===== config.mk =====
export PLATFORM = sky130hd
export DESIGN_NAME = keypad_scan_flat
export DESIGN_NICKNAME = d
export VERILOG_FILES = /design/src/rtl/keypad_pkg.sv /design/src/rtl/keypad_scan_if.sv /design/src/rtl/keypad_debounce.sv /design/src/rtl/keypad_scan.sv /design/src/flat_wrapper.sv
export SDC_FILE = /design/constraint.sdc
export NUM_CORES = 1
export LEC_CHECK = 0
export BUFFER_PORTS_ARGS = -buffer_cell sky130_fd_sc_hd__buf_2
export CAP_MARGIN = 10
export CORE_MARGIN = 8
export CORE_UTILIZATION = 46
export DETAILED_ROUTE_END_ITERATION = 10
export GPL_TIMING_DRIVEN = 0
export PLACE_DENSITY = 0.67
export SLEW_MARGIN = 20
export SYNTH_ARGS = -nofsm -noshare
export SYNTH_HDL_FRONTEND = slang
export SYNTH_SLANG_ARGS = --single-unit

===== constraint.sdc =====
create_clock -name clk_4000 -period 2.2 [get_ports clk_4000]
set_input_delay 0.33 -clock clk_4000 [delete_from_list [all_inputs] [get_ports clk_4000]]
set_output_delay 0.33 -clock clk_4000 [all_outputs]
set_load 0.02 [all_outputs]

===== src/rtl/keypad_pkg.sv =====
// Shared types and helpers for the 4x4 keypad scanner.
// Optional auto-repeat is enabled by defining KEYPAD_REPEAT_EN.
package keypad_pkg;

    localparam int KP_ROWS = 4;
    localparam int KP_COLS = 4;

    typedef logic [3:0] key_code_t;

    typedef enum logic [1:0] {
        KP_IDLE    = 2'd0,
        KP_PRESSED = 2'd1,
        KP_LOCKED  = 2'd2
    } kp_state_e;

    function automatic logic one_hot16(input logic [15:0] v);
        return (v != 16'd0) && ((v & (v - 16'd1)) == 16'd0);
    endfunction

    function automatic key_code_t low_index(input logic [15:0] v);
        key_code_t idx;
        idx = '0;
        for (int i = 15; i >= 0; i--) begin
            if (v[i]) idx = key_code_t'(i);
        end
        return idx;
    endfunction

endpackage


===== src/rtl/keypad_scan_if.sv =====
// Keypad matrix pins plus the debounced key outputs consumed by control logic.
// Outputs are level/pulse signals; key_valid is a single-cycle strobe with no ready.
interface keypad_scan_if;
    import keypad_pkg::*;

    logic [3:0]  col;
    logic [3:0]  row;
    logic [15:0] key_map;
    key_code_t   key_code;
    logic        key_valid;
    logic        key_held;
    logic [1:0]  state;

    modport master (output col, input row, key_map, key_code, key_valid, key_held, state);
    modport slave  (input col, output row, key_map, key_code, key_valid, key_held, state);
endinterface


===== src/rtl/keypad_debounce.sv =====
// Full-scan snapshot debouncer: key_map follows the snapshot only after it has
// been identical for DEBOUNCE_SCANS consecutive scans.
module keypad_debounce #(
    parameter int DEBOUNCE_SCANS = 4
) (
    input  logic        clk,
    input  logic        rst,
    input  logic [15:0] snapshot,
    input  logic        eos,
    output logic [15:0] key_map
);
    localparam int CW = $clog2(DEBOUNCE_SCANS + 1);

    logic [CW-1:0] stable_cnt;
    logic [15:0]   prev;

    always_ff @(posedge clk or posedge rst) begin
        if (rst) begin
            stable_cnt <= '0;
            prev       <= '0;
            key_map    <= '0;
        end else begin
            if (eos) begin
                if (snapshot == prev) begin
                    if (stable_cnt != CW'(DEBOUNCE_SCANS)) stable_cnt <= stable_cnt + 1'b1;
                end else begin
                    stable_cnt <= CW'(1);
                    prev       <= snapshot;
                end
            end
            // prev is frozen while the count is saturated, so this is a clean copy.
            if (stable_cnt == CW'(DEBOUNCE_SCANS)) key_map <= prev;
        end
    end
endmodule


===== src/rtl/keypad_scan.sv =====
// 4x4 keypad row scanner with column synchronizer, debounce and press-event FSM.
// Define KEYPAD_REPEAT_EN to add auto-repeat of a held single key.
module keypad_scan
    import keypad_pkg::*;
#(
    parameter int SETTLE_CYCLES  = 2,
    parameter int DEBOUNCE_SCANS = 4,
    parameter int REPEAT_DELAY   = 40,
    parameter int REPEAT_PERIOD  = 10
) (
    input  logic clk_4000,
    input  logic rst,
    keypad_scan_if.slave kp
);
    localparam int PW = $clog2(SETTLE_CYCLES + 1);
    localparam logic [1:0] ST_IDLE    = KP_IDLE;
    localparam logic [1:0] ST_PRESSED = KP_PRESSED;
    localparam logic [1:0] ST_LOCKED  = KP_LOCKED;

    if (SETTLE_CYCLES < 2) begin : g_bad_settle
        $error("SETTLE_CYCLES must be >= 2");
    end
    if (DEBOUNCE_SCANS < 2) begin : g_bad_debounce
        $error("DEBOUNCE_SCANS must be >= 2");
    end
    if (REPEAT_DELAY < 1 || REPEAT_PERIOD < 1) begin : g_bad_repeat
        $error("REPEAT_DELAY and REPEAT_PERIOD must be >= 1");
    end

    logic [KP_COLS-1:0] col_s1, col_s2, pressed;
    logic [PW-1:0]      phase;
    logic [1:0]         r;
    logic               last_phase, eos;
    logic [11:0]        snap;
    logic [15:0]        snap_full, key_map, key_mask;
    logic [1:0]         state;
    key_code_t          key_code;
    logic               key_valid, key_held, same_key, rep_fire;

    always_ff @(posedge clk_4000 or posedge rst) begin
        if (rst) begin
            col_s1 <= 4'b1111;
            col_s2 <= 4'b1111;
        end else begin
            col_s1 <= kp.col;
            col_s2 <= col_s1;
        end
    end

    assign pressed    = ~col_s2;
    assign last_phase = (phase == PW'(SETTLE_CYCLES));
    assign eos        = last_phase && (r == 2'(KP_ROWS - 1));
    // The last row goes straight into the snapshot so the debouncer sees it this cycle.
    assign snap_full  = {pressed, snap};

    always_ff @(posedge clk_4000 or posedge rst) begin
        if (rst) begin
            phase <= '0;
            r     <= '0;
            snap  <= '0;
        end else if (last_phase) begin
            phase <= '0;
            r     <= r + 2'd1;
            case (r)
                2'd0:    snap[3:0]  <= pressed;
                2'd1:    snap[7:4]  <= pressed;
                2'd2:    snap[11:8] <= pressed;
                default: ;
            endcase
        end else begin
            phase <= phase + 1'b1;
        end
    end

    keypad_debounce #(.DEBOUNCE_SCANS(DEBOUNCE_SCANS)) u_debounce (
        .clk      (clk_4000),
        .rst      (rst),
        .snapshot (snap_full),
        .eos      (eos),
        .key_map  (key_map)
    );

    assign key_mask = 16'd1 << key_code;
    assign same_key = (key_map == key_mask);

`ifdef KEYPAD_REPEAT_EN
    logic [15:0] rep_cnt, rep_target;
    logic        rep_armed;

    assign rep_target = rep_armed ? 16'(REPEAT_PERIOD) : 16'(REPEAT_DELAY);
    assign rep_fire   = (state == ST_PRESSED) && same_key && eos &&
                        (rep_cnt + 16'd1 >= rep_target);

    always_ff @(posedge clk_4000 or posedge rst) begin
        if (rst) begin
            rep_cnt   <= '0;
            rep_armed <= 1'b0;
        end else if (state != ST_PRESSED || !same_key) begin
            rep_cnt   <= '0;
            rep_armed <= 1'b0;
        end else if (eos) begin
            if (rep_fire) begin
                rep_cnt   <= '0;
                rep_armed <= 1'b1;
            end else begin
                rep_cnt <= rep_cnt + 16'd1;
            end
        end
    end
`else
    assign rep_fire = 1'b0;
`endif

    always_ff @(posedge clk_4000 or posedge rst) begin
        if (rst) begin
            state     <= ST_IDLE;
            key_code  <= '0;
            key_valid <= 1'b0;
            key_held  <= 1'b0;
        end else begin
            key_valid <= 1'b0;
            case (state)
                ST_IDLE: begin
                    if (key_map != 16'd0) begin
                        if (one_hot16(key_map)) begin
                            state     <= ST_PRESSED;
                            key_code  <= low_index(key_map);
                            key_valid <= 1'b1;
                            key_held  <= 1'b1;
                        end else begin
                            state <= ST_LOCKED;
                        end
                    end
                end
                ST_PRESSED: begin
                    if (key_map == 16'd0) begin
                        state    <= ST_IDLE;
                        key_held <= 1'b0;
                    end else if (!same_key) begin
                        state    <= ST_LOCKED;
                        key_held <= 1'b0;
                    end else if (rep_fire) begin
                        key_valid <= 1'b1;
                    end
                end
                ST_LOCKED: begin
                    if (key_map == 16'd0) state <= ST_IDLE;
                end
                default: state <= ST_IDLE;
            endcase
        end
    end

    assign kp.row       = ~(4'b0001 << r);
    assign kp.key_map   = key_map;
    assign kp.key_code  = key_code;
    assign kp.key_valid = key_valid;
    assign kp.key_held  = key_held;
    assign kp.state     = state;
endmodule


===== src/flat_wrapper.sv =====
// flat-port wrapper written by rule: the top's interface ports become plain ports
module keypad_scan_flat import keypad_pkg::*;
#(
    parameter int SETTLE_CYCLES  = 2,
    parameter int DEBOUNCE_SCANS = 4,
    parameter int REPEAT_DELAY   = 40,
    parameter int REPEAT_PERIOD  = 10
)
  (clk_4000, rst, kp_col, kp_row, kp_key_map, kp_key_code, kp_key_valid, kp_key_held, kp_state);
  keypad_scan_if kp_i ();
  input  logic clk_4000;
  input  logic rst;
  input wire logic [$bits(kp_i.col)-1:0] kp_col;
  output wire logic [$bits(kp_i.row)-1:0] kp_row;
  output wire logic [$bits(kp_i.key_map)-1:0] kp_key_map;
  output wire logic [$bits(kp_i.key_code)-1:0] kp_key_code;
  output wire logic [$bits(kp_i.key_valid)-1:0] kp_key_valid;
  output wire logic [$bits(kp_i.key_held)-1:0] kp_key_held;
  output wire logic [$bits(kp_i.state)-1:0] kp_state;
  assign kp_i.col = kp_col;
  assign kp_row = kp_i.row;
  assign kp_key_map = kp_i.key_map;
  assign kp_key_code = kp_i.key_code;
  assign kp_key_valid = kp_i.key_valid;
  assign kp_key_held = kp_i.key_held;
  assign kp_state = kp_i.state;
  keypad_scan #(.SETTLE_CYCLES(SETTLE_CYCLES), .DEBOUNCE_SCANS(DEBOUNCE_SCANS), .REPEAT_DELAY(REPEAT_DELAY), .REPEAT_PERIOD(REPEAT_PERIOD)) u_core (.clk_4000(clk_4000), .rst(rst), .kp(kp_i));
endmodule

Word level (Yosys, flattened, before mapping)
Cells that the tools add are included.
{"block": "classes", "mux": 33, "shifts": 2, "reduce_logical": 16, "n_eq_ne": 15, "add_sub_neg": 4, "n_bitwise": 4}
{"op": "4-bit 2-to-1 mux", "count": 16}
{"op": "16-bit == test", "count": 2}
{"op": "16-bit logical NOT", "count": 2}
{"op": "16-bit bitwise AND", "count": 1}
{"op": "16-bit nonzero test", "count": 1}
{"op": "1-bit by 4-bit left shift with 16-bit output, first input constant", "count": 1}
{"op": "16-bit by 1-bit subtractor with 16-bit output, second input constant", "count": 1}
{"op": "2-bit 2-to-1 mux", "count": 6}
{"op": "2-bit AND reduction", "count": 5}
{"op": "2-bit == test, second input constant", "count": 4}
{"op": "2-bit by 1-bit inequality test with 1-bit output, second input constant", "count": 4}
{"op": "4-bit inverter", "count": 2}
{"op": "1-bit 2-to-1 mux", "count": 7}
{"op": "3-bit 2-to-1 mux", "count": 2}
{"op": "3-bit inequality test, second input constant", "count": 2}
{"op": "2-bit one-hot mux with 3 select lines", "count": 1}
{"op": "3-bit AND reduction", "count": 2}
{"op": "2-bit by 1-bit adder with 2-bit output, second input constant", "count": 2}
{"op": "2-bit by 1-bit == test with 1-bit output, second input constant", "count": 2}
{"op": "2-bit logical NOT", "count": 2}
{"op": "4-bit AND reduction", "count": 1}
{"op": "1-bit by 2-bit left shift with 4-bit output, first input constant", "count": 1}
{"op": "3-bit by 1-bit adder with 3-bit output, second input constant", "count": 1}
{"op": "3-bit == test, second input constant", "count": 1}
{"op": "4 further kinds", "count": 5}
{"block": "totals", "inputBits": 6, "ff_bits": 67, "out_inout_bits": 28, "word_cells": 88}

Logic depth before layout (Yosys ltp)
Gate-level depths: netlist (run 1).
{"block": "logic_depth", "depth_word": 16, "ltp_mapped": 8, "ltp_nobuf": 6}

By module
A second synthesis (run 1) with hierarchy kept.
{"block": "unflattened", "cells_unflattened": 321, "area_unflattened_um2": 3540.9}
{"mod": "keypad_scan", "seq_area_each_um2": 810.8, "instances": 1, "cells_each": 215, "area_each_um2": 1964.4}
{"mod": "keypad_debounce", "seq_area_each_um2": 875.8, "instances": 1, "cells_each": 106, "area_each_um2": 1576.5}

Worst setup path before layout (run 1)
Ideal clock, no wire load.
{"block": "synth_path", "path_kind": "reg-to-reg", "from": "reg u_core.u_debounce.key_map[2]", "to": "reg u_core.key_code[1], in the netlist u_core.kp.key_code[1]", "setup_ns": 0.125, "period_less_slack_ns": 2.477, "required_time_ns": 2.075, "n_path_buf": 2, "path_stages_with_launch": 9, "setup_slack_ns": -0.277, "t_arrival_ns": 2.352, "cell_sequence": "dfrtp_1 > buf_6 > or4_4 > buf_6 > o41ai_2 > o211ai_1 > nor3_4 > nand2_4 > mux2_4"}
{"block": "synth_via", "elab_chain_cells": 5, "word_cells_on_any_way": 9, "cone_classes": "add/sub: 1; mux: 3; bitwise: 1; reduce/logical: 4"}
{"item": "start, declared", "line": "keypad_debounce.sv:10", "source": "output logic [15:0] key_map"}
{"item": "start signal, assigned", "line": "keypad_debounce.sv:32", "source": "if (stable_cnt == CW'(DEBOUNCE_SCANS)) key_map <= prev;"}
{"item": "16-bit by 1-bit subtractor with 16-bit output", "line": "keypad_pkg.sv:17", "source": "return (v != 16'd0) && ((v & (v - 16'd1)) == 16'd0);"}
{"item": "16-bit bitwise AND", "line": "keypad_pkg.sv:17"}
{"item": "16-bit logical NOT", "line": "keypad_pkg.sv:17"}
{"item": "1-bit logical AND", "line": "keypad_pkg.sv:17"}
{"item": "3-bit AND reduction (no line)"}
{"item": "end signal, assigned", "line": "keypad_scan.sv:127", "source": "key_code <= low_index(key_map);"}
{"item": "end, declared", "line": "keypad_scan.sv:37", "source": "key_code_t key_code;"}
Several ways; a longest one is shown, not always the timed one.
A chain may end at the register's enable or synchronous reset.

Final worst setup path (run 1)
{"block": "layout_path", "from": "reg u_core.u_debounce.key_map[11]", "to": "reg u_core.key_code[1], in the netlist u_core.kp.key_code[1]"}
{"block": "layout_via", "elab_chain_cells": 12, "word_cells_on_any_way": 18, "cone_classes": "add/sub: 1; mux: 12; bitwise: 1; reduce/logical: 4"}
{"item": "branches (longest 12 deep; another with 16-bit by 1-bit subtractor with 16-bit output)"}
Parallel ways; which one is timed is not known.

==> results of run 1 <==
==> Yosys cell counts, types with 6 or more instances <==
| cell | instances |
|---|---|
| a21oi_1 | 13 |
| nor4_1 | 6 |
| dfrtp_1 | 59 |
| xor2_1 | 6 |
| mux2_1 | 12 |
| nand2_1 | 25 |
| inv_1 | 14 |
| o21ai_0 | 23 |
| nor2_1 | 18 |
| dfstp_2 | 8 |
| ha_1 | 6 |
| mux2_2 | 16 |
| xnor2_1 | 14 |
| buf_6 | 11 |
==> kinds of logic after synthesis <==
group / after synthesis
AO/OA/AOI/OAI: 70
XOR/XNOR: 20
adder cells (fa/ha/maj): 8
buffers and inverters: 37
flip-flops: 67
multiplexers: 33
AND/OR/NAND/NOR: 94
==> stage by stage <==
stage	setup WS (ns)	total power, mW	hold slack (ns)
after floorplan	-0.1826	1.378	0.3345
final	-0.1018	2.370	0.07710
after global placement	-0.7698	1.401	0.3462
after detailed placement	-0.4284	1.411	0.3156
after CTS	-0.1149	2.393	0.06443
after global routing	-0.1649	2.461	0.05838
==> layout make-up <==
cell class | instances | area [um2] | share of cell area [%]
multi-input combinational | 225 | 1717 | 39.91
clock buffer | 11 | 162.7 | 3.781
timing repair buffer | 55 | 345.3 | 8.028
clock inverter | 5 | 35.03 | 0.8144
tap | 102 | 127.6 | 2.967
inverter | 15 | 58.81 | 1.367
buffer | 18 | 163.9 | 3.810
sequential | 67 | 1692 | 39.33
==> per-layer routing <==
| metal | GRT usage [%] | share of wire [%] | vias to the layer above |
|---|---|---|---|
| met5 | 0 | 0 | - |
| li1 | - | - | 1306 |
| met1 | 17.23 | 43 | 1325 |
| met2 | 25.21 | 50 | 61 |
| met3 | 3.160 | 4.0 | 15 |
| met4 | 8.170 | 2.5 | 0 |
==> worst max-delay path: stages, from the launching register on <==
cell and delay (ns):
dfrtp_1 0.39, buf_6 0.14, or4_4 0.54, o41ai_2 0.31, o211ai_1 0.18, nor3_4 0.20, nand2_4 0.11, mux2_4 0.33
==> state kept, by name, indices dropped and copies added (netlist names) <==
register and flops:
u_core.u_debounce.key_map 16, u_core.u_debounce.prev 16, u_core.snap 12, u_core.col_s1 4
u_core.col_s2 4, u_core.kp.key_code 4, u_core.u_debounce.stable_cnt 3, u_core.kp.state 2
u_core.phase 2, u_core.r 2, u_core.kp.key_held 1, u_core.kp.key_valid 1
==> layout by cell type, fill, tap and decap left out, types with 4 or more instances in the layout <==
cell / synthesis / final
buf_2: 1 / 34
mux2_2: 16 / 16
o21ai_0: 23 / 23
mux2_1: 12 / 12
nor2b_1: 5 / 5
clkbuf_8: 0 / 10
buf_6: 11 / 11
mux2_4: 4 / 4
xnor2_1: 14 / 14
dfstp_2: 8 / 8
nor2_1: 18 / 17
nand3_1: 5 / 5
dfrtp_1: 59 / 55
inv_1: 14 / 13
ha_1: 6 / 6
xor2_1: 6 / 6
nand2b_1: 5 / 5
a21oi_1: 13 / 13
a31oi_1: 4 / 4
nand2_1: 25 / 25
dfrtp_2: 0 / 4
nand4_1: 5 / 5
buf_4: 5 / 22
==> path summary, 6_finish.rpt <==
kind,end,cells past startpoint
worst min register to register,u_core.col_s2[2],0
min in group asynchronous,u_core.r[1],3
max in group asynchronous,u_core.col_s2[1],4
worst max-delay path,u_core.kp.key_code[1],7
worst min-delay path,u_core.col_s1[0],1
worst max register to register,u_core.kp.key_code[1],7
==> power by group <==
group	total [mW]	internal (mW)	leakage, nW	switching [mW]
combinational	0.0836	0.0381	1.09	0.0454
clock	0.983	0.508	0.100	0.475
sequential	1.30	1.27	0.828	0.0324
total	2.37	1.82	2.02	0.553
==> timing repair <==
item / 4_1_cts / 5_1_grt
setup endpoints to repair: 22 / 9
resized for setup: 7 / 3
setup buffers: 6 / 14
hold buffers: 1 / 0
hold endpoints to repair: 20 / 0
pin swaps: 6 / 6
cloned: 0 / 0
==> flow_summary.toml, run 1 <==
[logic_synthesis]
netlist.area_leader.share_pct = 41.35
synth.cell_area_um2 = 3571
syn_inst = 329
synth-edff-count = 0
synth.avg_cell_area_um2 = 10.85
synth_nets = 341
synthMuxAreaShare_pct = 10.79
synth_fa_ha_area_share_pct = 2.663
synth_top_family_by_area = "simple AND/OR/NAND/NOR gates"
seq_area_frac_synth_pct = 47.23
ys_seq_elements = 67
synth_warnings = 0
synth_xor_area_share_pct = 4.905
synth-compound-area-share_pct = 12.68
synth_cell_type_count = 63
synth_top_area_cell = "dfrtp_1"
async_flop_share_pct = 100.0
synth_flop_cell = "dfrtp_1"
synthTopCellsByArea = "dfrtp_1 41%, dfstp_2 5.9%, mux2_2 5.0%"
synthSimpleGateAreaFrac_pct = 14.82

[place]
dp_cells = 465
io_buffers = 33
dp.final_hpwl_um = 5758
gp_congestion = 0.8434
dpl_cell_area_um2 = 3921

[cells_and_area]
diodes = 0
instances_no_fill = 498
syn_to_final_growth_pct = 20.46
final_core_util_pct = 56.55
layout.nets = 403
fill_cells = 664
postLayoutCellArea_um2 = 4302
drive_gt1_share_pct = 34.85

[setup_path]
timing.rr.start = "u_core.u_debounce.key_map[11]"
worst_setup_path_start_kind = "flop"
crit_start = "u_core.u_debounce.key_map[11]"
required_ns = 2.42
r2r_setup_slack_ns = -0.10
crit_fanout = 8
end_kind = "flop"
worstSetupPathType = "flop to flop"
critical_path_arrival_ns = 2.52

[clock_network]
cts_buffers = 9
clkLatencyLatePin_ns = 0.34
cts.sinks = 67
root_buffer = "clkbuf_8"
cts-htree-levels = 3
tritoncts = "built"
clk_path_buf_depth = 2
cts.clk_slew.worst_paths_ns = 0.08

[run_status]
violations = "negative setup slack"
outcome = "complete, but fails checks"

[sta]
grt_setup_unrepaired = "true"
timing.fmax_mhz = 434.5
relSlewSlack_pct = 65.29
post-route-min-period_ns = 2.302
worstMarginPinSlew_ns = 0.5207
finalMaxSlewViolations = 0
skew_ns = 0.01316
setup_viol = 4
finalHoldViolations = 0
timing.final.crit_share_pct = 104.6
fin_ws_ns = -0.1018
tns_ns = -0.3864

[route]
vias = 2707
drt-wirelength-per-cell_um = 16.06
ant_nets = 0
avgViaCountPerCell = 5.436
dr.pass1.iters = 4
routed_wl_um = 7996
route.detailed.drc = 0
drt_iter0_drc = 103

[pwr]
powerDensity_nw_per_um2 = 551.0
ir_drop_uv = 413.8
p_leak_nw = 2.020

[grt]
grt_antenna_before_repair = 0
grt_max_degree = 45
grt_usage_pct = 14.90
overflow = 0
grt_pass1_vias = 2732
grt_pass1_wl_um = 13240

[floorplan]
fp.dieW_um = 104.1
start_util_pct = 46.94
die-area_um2 = 10840
std_cell_rows = 32
core_um2 = 7607
ios = 34
dieHeight_um = 104.1

[hold_path]
min_path_type = "input port to flop"
hold_start = "kp_col[0]"

[flow_run]
max-cap-violations = 0
Note: power is estimated with default switching activity, not from simulation.
==> run 2, diff against run 1 <==
--- a/config.mk
+++ b/config.mk
@@ -9,10 +9,12 @@
 export CAP_MARGIN = 10
 export CORE_MARGIN = 8
 export CORE_UTILIZATION = 46
+export CTS_BUF_LIST = sky130_fd_sc_hd__clkbuf_2
 export DETAILED_ROUTE_END_ITERATION = 10
 export GPL_TIMING_DRIVEN = 0
 export PLACE_DENSITY = 0.67
 export SLEW_MARGIN = 20
 export SYNTH_ARGS = -nofsm -noshare
 export SYNTH_HDL_FRONTEND = slang
+export SYNTH_HIERARCHICAL = 1
 export SYNTH_SLANG_ARGS = --single-unit
==> flow_summary.toml, run 2 <==
[route]
drt_iter0_drc = 102
dr.pass1.iters = 4
ant_nets = 0
routed_wl_um = 7828
avgViaCountPerCell = 5.419
drt-wirelength-per-cell_um = 15.69
vias = 2704
route.detailed.drc = 0

[floorplan]
std_cell_rows = 32
die-area_um2 = 10760
dieHeight_um = 103.7
start_util_pct = 46.55
ios = 34
core_um2 = 7607
fp.dieW_um = 103.7

[logic_synthesis]
synth_top_area_cell = "dfrtp_1"
async_flop_share_pct = 100.0
synthTopCellsByArea = "dfrtp_1 42%, mux2_2 7.0%, dfstp_2 5.9%"
synth_flop_cell = "dfrtp_1"
yosysMostFrequentCell = "dfrtp_1"
seq_area_frac_synth_pct = 47.63
synth-edff-count = 0
synth_warnings = 6
synth.avg_cell_area_um2 = 11.03
synth_nets = 333
syn_inst = 321
synthTopCellsByCount = "59 x dfrtp_1, 26 x nand2_1, 22 x mux2_2"
synth.cell_area_um2 = 3541
ys_seq_elements = 67
netlist.area_leader.share_pct = 41.70
synth_cell_type_count = 56

[sta]
worstMarginPinSlew_ns = 0.7149
relSlewSlack_pct = 52.27
skew_ns = 0.02378
timing.final.crit_share_pct = 102.1
fin_ws_ns = -0.04637
finalMaxSlewViolations = 0
setup_viol = 4
finalHoldViolations = 0
post-route-min-period_ns = 2.246
grt_setup_unrepaired = "true"
timing.fmax_mhz = 445.2

[setup_path]
end_kind = "flop"
timing.rr.start = "u_core/u_debounce/key_map[6]"
crit_start = "u_core/u_debounce/key_map[6]"
r2r_setup_slack_ns = -0.05
worstSetupPathType = "flop to flop"
crit_fanout = 9
r2r_cells = 8
required_ns = 2.57
critical_path_arrival_ns = 2.61
worstReg2RegEnd = "u_core/kp.key_code[3]"
crit_path_end = "u_core/kp.key_code[3]"
worst_setup_path_start_kind = "flop"

[pwr]
p_leak_nw = 2.073
pwr-share-clk_pct = 32.2
p_switching_mw = 0.4892
ir_drop_uv = 384.8
p_total_mw = 2.066
p_int_mw = 1.576
combPwrFrac_pct = 4.7
swShare_pct = 23.68
powerDensity_nw_per_um2 = 486.3
p_seq_share_pct = 63.1

[grt]
grt_max_degree = 36
grt_antenna_before_repair = 0
grt_pass1_vias = 2634
overflow = 0
grt_usage_pct = 14.55
grt_pass1_wl_um = 12860

[clock_network]
cts_buffers = 9
cts-htree-levels = 3
cts.sinks = 67
clk_path_buf_depth = 2
cts.clk_slew.worst_paths_ns = 0.17
tritoncts = "built"
clkLatencyLatePin_ns = 0.48
root_buffer = "clkbuf_2"

[place]
dp.final_hpwl_um = 5535
io_buffers = 33
gp_congestion = 0.8755
dp_cells = 456

[cells_and_area]
layout.nets = 404
layout_common_cells = "50 x dfrtp_1, 36 x buf_2, 29 x buf_4, 26 x nand2_1, 22 x mux2_2"
syn_to_final_growth_pct = 19.96
reg_top3 = "u_core/u_debounce/key_map (16), u_core/u_debounce/prev (16), u_core/snap (12)"
diodes = 0
instances_no_fill = 499
layout_commonest_cell = "dfrtp_1"
drive_gt1_share_pct = 39.04

[hold_path]
min_path_type = "flop to flop"

[run_status]
violations = "negative setup slack"
outcome = "complete, but fails checks"

[flow_run]
max-cap-violations = 0
-- run 2: layout make-up --
class	instances	area, um2
well taps	102	127.6
plain buffers	13	106.4
flip-flops and latches	67	1698
inverters	20	75.07
clock buffers	11	55.05
multi-input cells	215	1714
clock inverters	5	46.29
repair buffers	66	425.4
fillers	694	3359
-- run 2: cells by family after synthesis --
group | Yosys count | synth area share, %
AOI/OAI and AO/OA | 52 | 9.435
xor gates and xnor gates | 20 | 4.947
muxes | 38 | 13.36
buffers and inverters | 39 | 6.678
DFF | 67 | 47.63
and+or+nand+nor | 97 | 15.27
adders and majority gates | 8 | 2.685
-- run 2: timing repair --
action                                  4_1_cts  5_1_grt
hold endpoints to repair                     63        0
hold buffers                                  5        0
endpoints found under the setup margin       17       17
gates resized for setup                      10       11
setup buffers                                21        7
pin swaps                                     6        6
-- run 2: per-layer routing --
| metal | global-route usage (%) | share of wire (%) |
|---|---|---|
| met1 | 16.49 | 42 |
| met2 | 25.07 | 51 |
| met3 | 3.284 | 4.7 |
| met4 | 7.549 | 3.0 |
| met5 | 0 | 0 |
-- run 2: power groups by stage --
stage / logic, mW / registers, mW / clock network (mW)
global placement: 0.0827 / 1.32 / 0
global route: 0.110 / 1.31 / 0.734
finish: 0.0965 / 1.30 / 0.665
CTS: 0.0963 / 1.30 / 0.690
floorplan: 0.0662 / 1.32 / 0
detailed placement: 0.0857 / 1.33 / 0
-- run 2: worst max-delay path, cell delays in order, from the launching register on --
cell	delay, ns
dfrtp_1	0.41
buf_2	0.19
or4_4	0.54
o31ai_2	0.21
nand2_1	0.08
nor3_1	0.11
and3_1	0.18
buf_6	0.13
mux2_4	0.29
-- run 2: worst min path at each step --
stage                                start               end  slack, ns  cells past startpoint
after floorplan                  kp_col[0]  u_core/col_s1[0]       0.33                      0
after detailed placement  u_core/col_s1[1]  u_core/col_s2[1]       0.35                      0
after global placement    u_core/col_s1[3]  u_core/col_s2[3]       0.35                      0
after global routing      u_core/col_s1[2]  u_core/col_s2[2]       0.37                      0
after CTS                 u_core/col_s1[1]  u_core/col_s2[1]       0.37                      0
final                     u_core/col_s1[2]  u_core/col_s2[2]       0.36                      0
-- run 2: metrics by stage --
step           hold slack (ns)  utilization (%)  area (um2)  setup TNS, ns  setup WS (ns)
3_5_place_dp            0.3473            50.58        3847         -1.308        -0.2526
4_1_cts                 0.3689            54.37        4136        -0.2041       -0.07563
3_3_place_gp            0.3454            50.58        3847        -0.8506        -0.1810
5_1_grt                 0.3676            55.84        4248        -0.5731        -0.1381
2_1_floorplan           0.3345                -        3555        -0.2539       -0.08462
6_report                0.3587            55.84        4248       -0.09828       -0.04637
